### src/rtl/adc_cap_pkg.sv
// Shared types and helpers for the multi-channel ADC capture front end.
package adc_cap_pkg;

    typedef enum logic [1:0] {
        IDLE  = 2'd0,
        FLUSH = 2'd1,
        RUN   = 2'd2
    } state_e;

    // Ceiling log2, usable in constant expressions.
    function automatic int clog2(input int v);
        int r;
        r = 0;
        while ((1 << r) < v) r++;
        return r;
    endfunction

    // Accumulator width: DATA_W plus headroom for 2^AVG_LOG2 addends.
    function automatic int acc_w(input int data_w, input int avg_log2);
        return data_w + avg_log2;
    endfunction

endpackage

### src/rtl/adc_capture_multi_clk_gen.sv
// ADC sample clock divider: free-running count while active, registered
// 50% clock, capture strobe at SAMPLE_PH and end-of-period flag.
module adc_clk_gen
    import adc_cap_pkg::*;
#(
    parameter int CLK_DIV   = 4,
    parameter int SAMPLE_PH = 1
) (
    input  logic clk_i,
    input  logic rst_i,
    input  logic run_i,
    output logic adc_clk_o,
    output logic cap_o,
    output logic eop_o
);

    localparam int CNT_W = clog2(CLK_DIV);

    logic [CNT_W-1:0] cnt_q, cnt_d;
    logic             adc_clk_q;

    // Count wraps each ADC period; held at 0 while idle so a start is phase-aligned.
    always_comb begin
        cnt_d = '0;
        if (run_i)
            cnt_d = (cnt_q == CNT_W'(CLK_DIV - 1)) ? '0 : cnt_q + CNT_W'(1);
    end

    // Clock is decoded from the next count so it lines up with cnt_q without glitches.
    always_ff @(posedge clk_i or posedge rst_i) begin
        if (rst_i) begin
            cnt_q     <= '0;
            adc_clk_q <= 1'b0;
        end else begin
            cnt_q     <= cnt_d;
            adc_clk_q <= (cnt_d >= CNT_W'(CLK_DIV / 2));
        end
    end

    assign adc_clk_o = adc_clk_q;
    assign cap_o     = run_i && (cnt_q == CNT_W'(SAMPLE_PH));
    assign eop_o     = run_i && (cnt_q == CNT_W'(CLK_DIV - 1));

endmodule

### src/rtl/adc_capture_multi.sv
// Multi-channel ADC capture: start/flush/run sequencing, per-channel
// box-car averaging with optional two's-complement output, sticky OTR.
module adc_capture_multi
    import adc_cap_pkg::*;
#(
    parameter int CH        = 2,
    parameter int DATA_W    = 12,
    parameter int CLK_DIV   = 4,
    parameter int SAMPLE_PH = 1,
    parameter int PIPE_LAT  = 7,
    parameter int AVG_LOG2  = 0
) (
    input  logic                 sys_clk,
    input  logic                 sys_rst,
    input  logic                 i_enable,
    input  logic                 i_fmt_twos,
    input  logic                 i_otr_clr,
    output logic                 o_adc_clk,
    input  logic [CH*DATA_W-1:0] i_adc_data,
    input  logic [CH-1:0]        i_adc_otr,
    output logic [CH*DATA_W-1:0] o_data,
    output logic [CH-1:0]        o_otr,
    output logic                 o_valid,
    output logic [CH-1:0]        o_otr_sticky,
    output logic                 o_busy
);

    localparam int ACC_W = acc_w(DATA_W, AVG_LOG2);
    localparam int BLK_W = (AVG_LOG2 > 0) ? AVG_LOG2 : 1;
    localparam int FL_W  = (clog2(PIPE_LAT + 1) > 0) ? clog2(PIPE_LAT + 1) : 1;
    localparam logic [BLK_W-1:0] BLK_LAST = BLK_W'((1 << AVG_LOG2) - 1);

    state_e                state_q, state_d;
    logic [FL_W-1:0]       flush_q, flush_d;
    logic                  stop_q, stop_d;
    logic                  fmt_q, fmt_d;
    logic                  cap, eop, stopping, cap_ok, run_cap;
    logic                  take_q, blk_last;
    logic [BLK_W-1:0]      blk_q;
    logic [CH*DATA_W-1:0]  smp_q, data_d, data_q;
    logic [CH-1:0]         otr_smp_q, otr_d, otr_q, sticky_q;
    logic                  valid_q;

    adc_clk_gen #(
        .CLK_DIV  (CLK_DIV),
        .SAMPLE_PH(SAMPLE_PH)
    ) u_clk_gen (
        .clk_i    (sys_clk),
        .rst_i    (sys_rst),
        .run_i    (state_q != IDLE),
        .adc_clk_o(o_adc_clk),
        .cap_o    (cap),
        .eop_o    (eop)
    );

    // Once enable drops, the stop is latched so a re-assert cannot cancel it.
    assign stopping = !i_enable || stop_q;
    assign cap_ok   = cap && !stopping;
    assign run_cap  = cap_ok && (state_q == RUN);
    assign blk_last = (blk_q == BLK_LAST);

    // Next-state: start from IDLE, count flushed samples, wind down at period end.
    always_comb begin
        state_d = state_q;
        flush_d = flush_q;
        stop_d  = stop_q;
        fmt_d   = fmt_q;
        case (state_q)
            IDLE: begin
                stop_d = 1'b0;
                if (i_enable) begin
                    fmt_d   = i_fmt_twos;
                    flush_d = '0;
                    state_d = (PIPE_LAT == 0) ? RUN : FLUSH;
                end
            end
            FLUSH, RUN: begin
                if (!i_enable) stop_d = 1'b1;
                if (stopping && eop) begin
                    state_d = IDLE;
                end else if (state_q == FLUSH && cap_ok) begin
                    flush_d = flush_q + FL_W'(1);
                    if (flush_d == FL_W'(PIPE_LAT)) state_d = RUN;
                end
            end
            default: state_d = IDLE;
        endcase
    end

    // FSM state registers.
    always_ff @(posedge sys_clk or posedge sys_rst) begin
        if (sys_rst) begin
            state_q <= IDLE;
            flush_q <= '0;
            stop_q  <= 1'b0;
            fmt_q   <= 1'b0;
        end else begin
            state_q <= state_d;
            flush_q <= flush_d;
            stop_q  <= stop_d;
            fmt_q   <= fmt_d;
        end
    end

    // Input capture on the strobe; take_q marks a sample accepted into a block.
    always_ff @(posedge sys_clk or posedge sys_rst) begin
        if (sys_rst) begin
            smp_q     <= '0;
            otr_smp_q <= '0;
            take_q    <= 1'b0;
        end else begin
            take_q <= run_cap;
            if (cap) begin
                smp_q     <= i_adc_data;
                otr_smp_q <= i_adc_otr;
            end
        end
    end

    // Block position, shared by all channels; cleared in IDLE to drop partial blocks.
    always_ff @(posedge sys_clk or posedge sys_rst) begin
        if (sys_rst)               blk_q <= '0;
        else if (state_q == IDLE)  blk_q <= '0;
        else if (take_q)           blk_q <= blk_last ? '0 : blk_q + BLK_W'(1);
    end

    for (genvar k = 0; k < CH; k++) begin : g_ch
        logic [ACC_W-1:0]  acc_q, sum;
        logic [DATA_W-1:0] avg;
        logic              otr_acc_q;

        assign sum = acc_q + ACC_W'(smp_q[k*DATA_W +: DATA_W]);
        assign avg = DATA_W'(sum >> AVG_LOG2);
        // Offset binary to two's complement is an MSB flip.
        assign data_d[k*DATA_W +: DATA_W] = {avg[DATA_W-1] ^ fmt_q, avg[DATA_W-2:0]};
        assign otr_d[k] = otr_acc_q | otr_smp_q[k];

        // Per-channel running sum and OTR OR, reloaded at each block boundary.
        always_ff @(posedge sys_clk or posedge sys_rst) begin
            if (sys_rst) begin
                acc_q     <= '0;
                otr_acc_q <= 1'b0;
            end else if (state_q == IDLE) begin
                acc_q     <= '0;
                otr_acc_q <= 1'b0;
            end else if (take_q) begin
                acc_q     <= blk_last ? '0 : sum;
                otr_acc_q <= blk_last ? 1'b0 : otr_d[k];
            end
        end
    end

    // Output words update one cycle after the block's last sample is taken.
    always_ff @(posedge sys_clk or posedge sys_rst) begin
        if (sys_rst) begin
            data_q  <= '0;
            otr_q   <= '0;
            valid_q <= 1'b0;
        end else begin
            valid_q <= take_q && blk_last;
            if (take_q && blk_last) begin
                data_q <= data_d;
                otr_q  <= otr_d;
            end
        end
    end

    // Sticky OTR: a set in the same cycle as a clear wins.
    always_ff @(posedge sys_clk or posedge sys_rst) begin
        if (sys_rst) sticky_q <= '0;
        else         sticky_q <= (sticky_q & ~{CH{i_otr_clr}}) | (run_cap ? i_adc_otr : '0);
    end

    assign o_data       = data_q;
    assign o_otr        = otr_q;
    assign o_valid      = valid_q;
    assign o_otr_sticky = sticky_q;
    assign o_busy       = (state_q != IDLE);

endmodule

### config.mk
export PLATFORM = sky130hd
export DESIGN_NAME = adc_capture_multi
export DESIGN_NICKNAME = d
export VERILOG_FILES = /design/src/rtl/adc_cap_pkg.sv /design/src/rtl/adc_capture_multi_clk_gen.sv /design/src/rtl/adc_capture_multi.sv
export SDC_FILE = /design/constraint.sdc
export NUM_CORES = 1
export LEC_CHECK = 0
export ABC_AREA = 1
export CAP_MARGIN = 15
export CORE_MARGIN = 4
export CORE_UTILIZATION = 45
export CTS_CLUSTER_SIZE = 12
export DETAILED_ROUTE_END_ITERATION = 10
export GPL_TIMING_DRIVEN = 0
export HOLD_SLACK_MARGIN = 0.1
export PLACE_DENSITY = 0.85
export SYNTH_ARGS = -nofsm -noshare
export SYNTH_HDL_FRONTEND = slang
export SYNTH_SLANG_ARGS = --single-unit
### constraint.sdc
create_clock -name sys_clk -period 1.7 [get_ports sys_clk]
set_clock_uncertainty 0.05 [all_clocks]
set_input_delay 0.17 -clock sys_clk [delete_from_list [all_inputs] [get_ports sys_clk]]
set_output_delay 0.17 -clock sys_clk [all_outputs]
set_load 0.05 [all_outputs]
### Word-level counts from Yosys, hierarchy flattened

Index checks and enable logic that the tools add are counted.

* add/sub/neg operators: 5
* $lt $le $gt $ge: 1
* equality and inequality tests: 11
* mux-type cells: 29
* bitwise operators: 8
* reduce and logical (&&, ||, !) cells: 19

Operators with widths (number)
* 12-bit 2-to-1 mux: 6
* 12-bit adder: 2
* 2-bit 2-to-1 mux: 7
* 1-bit 2-to-1 mux: 10
* 3-bit 2-to-1 mux: 3
* 2-bit != test, second input constant: 4
* 1-bit logical AND: 7
* 3-bit != test, second input constant: 2
* 3-bit case mux with 2 select lines: 1
* 2-bit nonzero test: 3
* 2-bit by 1-bit equality test with 1-bit output, second input constant: 2
* 2-bit equality test, second input constant: 2
* 2-bit case mux with 2 select lines: 1
* 2-bit AND reduction: 2
* 4-bit AND reduction: 1
* 3-bit by 1-bit adder with 3-bit output, second input constant: 1
* 3-bit equality test, second input constant: 1
* 3-bit AND reduction: 1
* 2-bit by 1-bit adder with 2-bit output, second input constant: 1
* 2-bit bitwise AND: 1
* 2-bit >= comparator, second input constant: 1
* 1-bit logical NOT: 2
* 2-bit logical NOT: 1
* 2-bit inverter: 1
* other kinds (8): 10

* register bits after elaboration: 93
* output and inout bits: 31

### Logic depth before layout (Yosys ltp)

Gate-level depths: netlist of run 1.

* depth after elaboration: 8
* depth in mapped cells: 9

### Cells and area by module

A second synthesis of run 1 with hierarchy kept.

* cell total of the unflattened synthesis: 278
* area total of the unflattened synthesis: 2642.5 µm²

Modules (own cells, without submodules)
* adc_capture_multi: times used 1, cells an instance 263, area each 2526.2 µm², seq. area each 1576.5 µm²
* adc_clk_gen: times used 1, cells an instance 15, area each 116.4 µm², seq. area each 50.0 µm²

### Least setup slack after synthesis of run 1

Ideal clock, no wire load.

* path kind: reg-to-reg
* start point: reg state_q[0]
* end point: reg flush_q[1]
* library setup time: 117 ps
* arrival: 1425 ps
* data required time: 1533 ps
* slack: 108 ps
* cell stages (with the launch flop): 10
* path buffers: 1
* path through: dfrtp_1 inv_1 ha_1 buf_6 inv_2 nor2_1 a21oi_1 nand2_2 nand2_1 o21ai_2

* longest elaborated chain between the ends: 6
* elaborated cells on any way between the ends: 16
* those cells by class: eq/ne (5); mux (1); reduce/logical (10)

RTL lines
* from (decl): RTL line adc_capture_multi.sv:33 `state_e state_q, state_d;`
* from (signal assigned): RTL line adc_capture_multi.sv:98 `state_q <= state_d;`
* 2-bit nonzero test *
* net o_busy: RTL line adc_capture_multi.sv:25 `output logic o_busy`
* 1-bit logical AND: RTL line adc_capture_multi_clk_gen.sv:41 `assign cap_o = run_i && (cnt_q == CNT_W'(SAMPLE_PH));`
* 1-bit logical AND: RTL line adc_capture_multi.sv:58 `assign cap_ok = cap && !stopping;`
* 1-bit logical AND: RTL line adc_capture_multi.sv:81 `end else if (state_q == FLUSH && cap_ok) begin`
* 2-bit != test (no source line)
* 4-bit AND reduction (no source line) *
* to (signal assigned): RTL line adc_capture_multi.sv:99 `flush_q <= flush_d;`
* to (decl): RTL line adc_capture_multi.sv:34 `logic [FL_W-1:0] flush_q, flush_d;`

Mark *: on every way through the listed nets, which the timed path passes. The rest lies on a longest branch.
A chain may end at the register's enable or synchronous reset.

### Worst setup path after layout of run 1

* start point: reg state_q[0]
* end point: out o_busy

* longest elaborated chain between the ends: 1

RTL lines
* 2-bit nonzero test: RTL line adc_capture_multi.sv:178 `assign o_busy = (state_q != IDLE);`
* to (decl): RTL line adc_capture_multi.sv:25

No other way between the ends.

==> flow_summary_export.csv, run 1 <==
group,metric,value,unit
worst_setup_path,r2r_slack,130,ps
layout,finalCoreUtilization,0.636,
pwr,ir_drop,0.00110,V
synthesis,synth-edff-count,0,
place,gp_congestion,0.763,
drt,avgRoutedWirePerCell,12.8,µm
flow_run,maxCapViolCount,0,
layout,diodes,0,
drt,drt-total-wl,5830,µm
synthesis,netlist_area,2710,µm²
worst_setup_path,arrival,1370,ps
worst_setup_path,crit_required,1480,ps
cts,numCtsBuffers,9,
cts,htreeDepth,3,
cts,postCtsHoldBufs,0,
place,dp_hpwl,4240,µm
pwr,p_per_area,1300,nW/µm²
worst_setup_path,r2r_cells,8,
cts,path_clk_slew,70,ps
die,core,5680,µm²
cts,cts.sinks,66,
synthesis,ys_ff_latch,66,
die,initial_core_util,0.477,
cts,insertion_delay,340,ps
worst_setup_path,critPathKind,"register to output port",
hold_path,hp-class,"input pin to async pin",
synthesis,yosysWarnings,0,
cts,clock_tree.root_cell,"clkbuf_8",
die,num_io_pins,62,
die,num_rows,27,
timing,tns,0,ps
drt,drt-vias-per-instance,4.78,
layout,finalNonFillerCells,455,
layout,syn2layout_area_growth,33.2,%
layout,final_layout_size_suffix_gt1_frac,0.0992,
pwr,p_leak,2.03,nW
timing,setup-violations-final,0,
drt,drt_iter0_markers,111,
cts,cts_buffer_depth,2,
worst_setup_path,worstSetupEndpointType,"output port",
run_status,status,"finished, final reports clean",
drt,routed-via-count,2176,
timing,rsz0062_at_grt,"no",
grt,grt_max_degree,45,
synthesis,seq_area_frac_synth,0.610,
timing,slew_violations,0,
worst_setup_path,cp-startpoint,"state_q[0]$_DFFE_PP0P_",
grt,grt_antenna_before_repair,0,
layout,final_net_count,417,
cts,tritoncts,"done",
die,die_h,85.6,µm
layout,layout_commonest_cell,"nand2_1",
drt,drt_drc_violations_left,0,
die,fp.dieArea,7320,µm²
pwr,total_power,4.70,mW
grt,grt_pass1_wl,10100,µm
synthesis,async_flop_share,1.00,
worst_setup_path,worstPathMaxFanout,9,
timing,max_slew.worst_pin.slew,518,ps
worst_setup_path,start_kind,"register",
layout,final_cell_mix,"nand2_1 (161), dfrtp_1 (66), clkdlybuf4s50_1 (30), dlygate4sd2_1 (30), inv_1 (17)",
worst_setup_path,r2r_start,"state_q[0]$_DFFE_PP0P_",
drt,drtPass1Iterations,4,
grt,grt_use_total,0.177,
worst_setup_path,rr_endpoint,"smp_q[6]$_DFFE_PP0N_",
drt,ant_nets,0,
place,numPortBuffers,61,
timing,finalHoldViolCount,0,
synthesis,synth_cell_types,24,
timing,relSlewSlack,0.654,
grt,grt_overflow,0,
timing,fmaxAchievable,627,MHz
timing,period_minus_slack,1590,ps
synthesis,ys.flop_type,"dfrtp_1",
timing,min_period_over_period,0.938,
die,die_x,85.6,µm
place,dpl.cell_count,437,
grt,grt_pass1_vias,2219,
synthesis,syn_nets,342,
synthesis,syn_inst,303,
synthesis,syn_avg_cell_area,8.94,µm²
==> metrics by stage <==
step	setup slack, ps	hold WS (ps)	cell area [µm²]
finish	105	175	3610
CTS	23.4	184	3600
floorplan	108	219	2710
global placement	-189	302	3410
detailed placement	-214	311	3430
global route	14.5	207	3610
==> worst max-delay path: stages, from the launching register on <==
cell and delay [ps]:
dfrtp_1 380, inv_1 90, ha_1 180, buf_6 160, inv_2 70, buf_6 150
==> synthesized netlist by cell type, types with 3 or more instances <==
master   count  area (µm²)
buf_2        7        35.0
dfrtp_1     66        1650
ha_1         8         100
inv_1       18        67.6
inv_2        3        11.3
nand2_1    161         604
nand3_1      7        35.0
nor2_1       5        18.8
o21ai_0      5        25.0
o22ai_1      3        18.8
==> metal layers <==
metal  GRT usage  part of all wire  up-vias  wire length, µm
met2       0.287              0.49       61             2870
met3      0.0634             0.069        8              403
met4      0.0547             0.013        0               78
met5           0                 0        -                0
met1       0.221              0.42     1026             2480
li1            -                 -     1081                -
==> how the worst max path moves through the flow <==
stage	endpoint	slack, ps	cells past startpoint
after floorplan	flush_q[1]$_DFFE_PP0P_	110	9
after global placement	o_busy	-190	5
after detailed placement	o_busy	-210	5
after CTS	smp_q[6]$_DFFE_PP0N_	20	8
after global routing	o_busy	10	5
final	o_busy	110	5
==> flip-flops by register name, indices dropped and copies added (netlist names) <==
signal / flops
stop_q: 1
state_q: 2
flush_q: 3
take_q: 1
fmt_q: 1
o_otr_sticky: 2
u_clk_gen.adc_clk_o: 1
otr_smp_q: 2
smp_q: 24
u_clk_gen.cnt_q: 2
o_data: 24
o_valid: 1
o_otr: 2
==> cell type report <==
type,count,area (µm²)
tap,72,90.1
buffer,10,53.8
fill,505,2070
sequential,66,1650
clock buffer,11,141
timing repair buffer,64,609
clock inverter,5,53.8
inverter,22,86.3
multi-input combinational,205,921
==> power breakdown <==
part           internal [mW]  switching, mW
Combinational          0.480          0.752
Sequential              1.97          0.218
Clock                  0.712          0.566
==> cell families (layout without fill, tap and decap cells) <==
family / after synthesis / in the layout / share of synthesized area
buf+inv: 32 / 112 / 0.0503
simple gates: 182 / 182 / 0.270
flops: 66 / 66 / 0.610
fa+ha+maj: 8 / 8 / 0.0370
compound gates: 13 / 13 / 0.0268
xor+xnor: 2 / 2 / 0.00647
==> what timing repair did <==
item	CTS	global route
pin swaps	0	1
setup buffers	1	1
gates resized for setup	37	0
setup endpoints to repair	32	26
gates cloned	0	0
(Power assumes the default switching activity.)
==> inputs of run 2 (changes only) <==
- CORE_UTILIZATION: 45 -> 49
- PLACE_DENSITY: 0.85 -> 0.78
- clock period: 1.7 -> 1.5 ns (I/O delays scaled with it)
==> flow_summary_export.csv, run 2 (synthesis gave the netlist of run 1 again) <==
group,metric,value,unit
cts,numCtsBuffers,9,
timing,setup-violations-final,0,
place,dp_hpwl,3980,µm
cts,htreeDepth,3,
timing,min_period_over_period,0.979,
layout,final_area,3840,µm²
grt,grt_pass1_wl,9700,µm
drt,drt_drc_violations_left,0,
drt,wl_met3,376,µm
cts,tritoncts,"done",
layout,syn2layout_area_growth,41.8,%
grt,grt_antenna_before_repair,0,
drt,routed-via-count,2201,
hold_path,hp-class,"input pin to async pin",
grt,grt_use_total,0.195,
die,num_io_pins,62,
layout,final_layout_size_suffix_gt1_frac,0.150,
timing,max_slew.worst_pin.slew,662,ps
grt,grt_pass1_vias,2161,
die,num_rows,26,
pwr,swShare,0.319,
drt,drtPass1Iterations,4,
drt,ant_nets,0,
pwr,p_comb_frac,0.299,
timing,period_minus_slack,1470,ps
worst_setup_path,worstSetupEndpointType,"output port",
place,place_area,3440,µm²
worst_setup_path,r2r_start,"u_clk_gen.cnt_q[0]$_DFF_PP0_",
pwr,seqPwrFrac,0.425,
timing,finalHoldViolCount,0,
run_status,status,"finished, final reports clean",
die,core,5240,µm²
worst_setup_path,critPathKind,"register to output port",
place,gp_congestion,0.772,
cts,path_clk_slew,70,ps
layout,diodes,0,
timing,slew_violations,0,
drt,drt-vias-per-instance,4.74,
drt,wl_met2,2860,µm
cts,postCtsHoldBufs,0,
pwr,p_leak,2.13,nW
drt,drt_iter0_markers,95,
drt,dr.max_layer_used,"met4",
pwr,switching_power,1.88,mW
timing,fmaxAchievable,681,MHz
pwr,ir_drop,0.00108,V
drt,wl_met1,2660,µm
layout,final_net_count,428,
die,initial_core_util,0.517,
worst_setup_path,crit_required,1300,ps
worst_setup_path,arrival,1270,ps
die,die_h,82.4,µm
cts,cts.sinks,66,
worst_setup_path,cp-startpoint,"state_q[1]$_DFFE_PP0P_",
pwr,p_per_area,1530,nW/µm²
worst_setup_path,worstPathMaxFanout,8,
pwr,p_clk_frac,0.276,
drt,avgRoutedWirePerCell,12.9,µm
worst_setup_path,start_kind,"register",
grt,grt_overflow,0,
timing,relSlewSlack,0.557,
cts,insertion_delay,340,ps
pwr,p_int,4.01,mW
layout,finalCoreUtilization,0.734,
drt,drt-total-wl,5990,µm
timing,rsz0062_at_grt,"yes",
layout,final_cell_mix,"nand2_1 (158), dfrtp_1 (66), clkdlybuf4s50_1 (30), dlygate4sd2_1 (29), inv_1 (15)",
grt,grt_max_degree,38,
die,fp.dieArea,6780,µm²
die,die_x,82.4,µm
cts,cts_buffer_depth,2,
flow_run,maxCapViolCount,0,
place,numPortBuffers,61,
layout,layout_commonest_cell,"nand2_1",
cts,clock_tree.root_cell,"clkbuf_8",
[run 2: worst paths after layout]
| kind | to | slack [ps] | cells after the start |
|---|---|---|---|
| max in group asynchronous | o_otr[0]$_DFFE_PP0P_ | 610 | 3 |
| setup / recovery | o_busy | 30 | 4 |
| min in group sys_clk | smp_q[1]$_DFFE_PP0N_ | 290 | 3 |
| setup reg to reg | smp_q[13]$_DFFE_PP0N_ | 50 | 8 |
| hold reg to reg | o_valid$_DFF_PP0_ | 320 | 0 |
| hold / removal | otr_smp_q[1]$_DFFE_PP0N_ | 210 | 2 |
[run 2: critical path, stage by stage (launching register included)]
cell and delay (ps):
dfrtp_1 390, inv_2 90, ha_4 250, inv_6 50
buf_6 150
[run 2: power by group through the flow]
| stage | combinational [mW] | clock (mW) | sequential, mW |
|---|---|---|---|
| 6_report | 1.76 | 1.62 | 2.50 |
| 5_1_grt | 1.96 | 1.74 | 2.55 |
| 4_1_cts | 1.61 | 1.66 | 2.48 |
| 3_5_place_dp | 1.38 | 0 | 2.52 |
| 3_3_place_gp | 1.32 | 0 | 2.50 |
| 2_1_floorplan | 0.994 | 0 | 2.50 |
[run 2: cell type report]
class	instances	area, µm²
flip-flops and latches	66	1650
fillers	402	1400
multi-input cells	205	966
repair buffers	76	748
clock buffers	11	141
inverters	22	103
well taps	70	87.6
clock inverters	5	77.6
plain buffers	9	67.6
[run 2: stage by stage]
stage / setup TNS (ps) / setup WS (ps) / hold slack [ps] / total power, mW / std cells
2_1_floorplan: 0 / 25.3 / 199 / 3.50 / 303
3_3_place_gp: -17700 / -354 / 309 / 3.82 / 434
3_5_place_dp: -4000 / -388 / 308 / 3.90 / 435
4_1_cts: -4.39 / -4.39 / 212 / 5.75 / 458
5_1_grt: -24.0 / -19.1 / 263 / 6.25 / 464
6_report: 0 / 32.0 / 206 / 5.88 / 464
[run 2: per-layer routing]
metal / track usage / up-vias
met5: 0 / -
met4: 0.0963 / 0
met3: 0.0499 / 9
met2: 0.311 / 55
met1: 0.247 / 1038
li1: - / 1099
[run 2: timing repair]
action	4_1_cts	5_1_grt
buffers inserted	7	5
pin swaps	1	2
gates cloned	0	2
gates resized for setup	49	16
setup endpoints to repair	57	35
==> inputs of run 3 (changes only) <==
- CORE_ASPECT_RATIO: default -> 1.25
==> flow_summary_export.csv, run 3 (synthesis gave the netlist of run 1 again) <==
group,metric,value,unit
layout,final_layout_size_suffix_gt1_frac,0.149,
layout,final_cell_mix,"nand2_1 (158), dfrtp_1 (66), clkdlybuf4s50_1 (30), dlygate4sd2_1 (28), inv_1 (14)",
drt,ant_nets,0,
place,dp_hpwl,4010,µm
timing,hold_slack,280,ps
flow_run,maxCapViolCount,0,
layout,layout_commonest_cell,"nand2_1",
layout,fillerInstances,459,
drt,drtPass1Iterations,4,
drt,drt_iter0_markers,128,
layout,multi_input_comb_area,1020,µm²
cts,cts.sinks,66,
cts,clock_tree.root_cell,"clkbuf_8",
layout,final_net_count,424,
layout,diodes,0,
cts,htreeDepth,3,
cts,numCtsBuffers,9,
timing,fmaxAchievable,653,MHz
worst_setup_path,critPathKind,"register to register",
grt,grt_overflow,0,
worst_setup_path,worstPathMaxFanout,6,
timing,slew_violations,0,
die,core,5410,µm²
place,gp_congestion,0.825,
worst_setup_path,worstSetupEndpointType,"register",
die,die_x,74.5,µm
layout,finalCoreUtilization,0.697,
drt,drt_drc_violations_left,0,
run_status,failed_checks,"negative setup slack",
worst_setup_path,arrival,1710,ps
cts,tritoncts,"done",
grt,grt_use_total,0.195,
worst_setup_path,r2r_slack,-30,ps
drt,dr.max_layer_used,"met4",
die,initial_core_util,0.501,
timing,timing.final.ws_setup,-31.7,ps
worst_setup_path,crit_required,1680,ps
timing,tns,-82.6,ps
drt,wl_met2,3030,µm
pwr,ir_drop,0.00115,V
drt,routed-via-count,2188,
grt,grt_pass1_vias,2184,
worst_setup_path,worstPathCellList,"inv_2 > ha_4 > buf_12 > nor2_8 > nand3_4 > nand2_4 > nand2_8 > nand2_2 > o21ai_2",
die,die_h,91.1,µm
grt,grt_pass1_wl,9940,µm
die,fp.dieArea,6790,µm²
grt,grt_antenna_before_repair,0,
timing,max_slew.worst_pin.slew,879,ps
worst_setup_path,start_kind,"register",
place,numPortBuffers,61,
cts,insertion_delay,340,ps
layout,syn2layout_area_growth,39.1,%
drt,wl_met1,2510,µm
timing,rsz0062_at_grt,"yes",
hold_path,hp-class,"input pin to async pin",
timing,finalHoldViolCount,0,
worst_setup_path,critical_path.slowest_cell,"dfrtp_1",
drt,drt-total-wl,6080,µm
pwr,p_per_area,1530,nW/µm²
drt,drt-vias-per-instance,4.82,
worst_setup_path,cp-startpoint,"state_q[0]$_DFFE_PP0P_",
worst_setup_path,cp_top_family,"simple AND/OR/NAND/NOR gates",
worst_setup_path,slowest_delay,390,ps
worst_setup_path,r2r_start,"state_q[0]$_DFFE_PP0P_",
die,num_io_pins,62,
die,num_rows,30,
timing,setup-violations-final,4,
cts,path_clk_slew,70,ps
timing,min_period_over_period,1.02,
drt,avgRoutedWirePerCell,13.4,µm
layout,register_area,1650,µm²
timing,period_minus_slack,1530,ps
worst_setup_path,rr_endpoint,"flush_q[0]$_DFFE_PP0P_",
timing,relSlewSlack,0.413,
grt,grt_max_degree,42,
cts,cts_buffer_depth,2,
worst_setup_path,path_buf_inv,2,
worst_setup_path,r2r_cells,9,
drt,wl_met3,382,µm
run_status,status,"finished, violations left",
pwr,p_leak,2.08,nW
[run 3: cell count changes in the layout (fill, tap and decap cells not counted), moves of 2 or more]
| cell | before | now |
|---|---|---|
| o21ai_2 | 1 | 3 |
| buf_4 | 13 | 10 |
| buf_6 | 1 | 3 |
| nand2_4 | 0 | 2 |
| clkbuf_16 | 2 | 0 |
| o21ai_1 | 2 | 0 |
| buf_8 | 2 | 0 |
| clkinv_2 | 2 | 4 |
| nand2_2 | 5 | 2 |
[run 3: per-stage QoR]
stage	cells	power (mW)	worst slack, ps	instance area (µm²)
after global routing	454	6.15	-85.9	3770
final	454	5.75	-31.7	3770
after floorplan	303	3.50	25.3	2720
after CTS	453	5.63	-47.3	3710
after detailed placement	429	3.91	-374	3430
after global placement	428	3.82	-350	3410
[run 3: power by group]
part	leakage [nW]	switching, mW	total (mW)	internal (mW)
combinational	1.12	1.06	1.84	0.776
sequential	0.868	0.262	2.49	2.23
clock	0.0958	0.661	1.42	0.756
total	2.08	1.99	5.75	3.76
[run 3: timing repair]
action                                  in CTS  in global routing
endpoints found under the setup margin      57                 31
pin swaps                                    5                  4
setup buffers                                7                  3
hold buffers                                 0                  0
resized for setup                           54                 13
gates cloned                                 1                  0
[run 3: how the worst max path moves through the flow]
stage                     cells after the start                endpoint
final                                         9  flush_q[0]$_DFFE_PP0P_
after global routing                          9  flush_q[0]$_DFFE_PP0P_
after CTS                                    10  flush_q[2]$_DFFE_PP0P_
after detailed placement                      5                  o_busy
after global placement                        5                  o_busy
after floorplan                               9  flush_q[1]$_DFFE_PP0P_
[run 3: area by class of cell]
type / count / share of cell area
Buffer: 8 / 0.0149
Clock buffer: 10 / 0.0339
Clock inverter: 6 / 0.0153
Inverter: 22 / 0.0249
Multi-Input combinational cell: 206 / 0.271
Sequential cell: 66 / 0.438
Tap cell: 64 / 0.0213
Timing Repair Buffer: 72 / 0.181
[run 3: worst reg2reg max path: stages (launching register included)]
cell	delay (ps)
dfrtp_1	390
inv_2	70
ha_4	190
buf_12	140
nor2_8	160
nand3_4	110
nand2_4	110
nand2_8	80
nand2_2	70
o21ai_2	60
[run 3: routing by layer]
metal	GRT usage	vias up
met5	0	-
met4	0.0964	0
met3	0.0565	13
met2	0.305	65
met1	0.242	1024
li1	-	1086
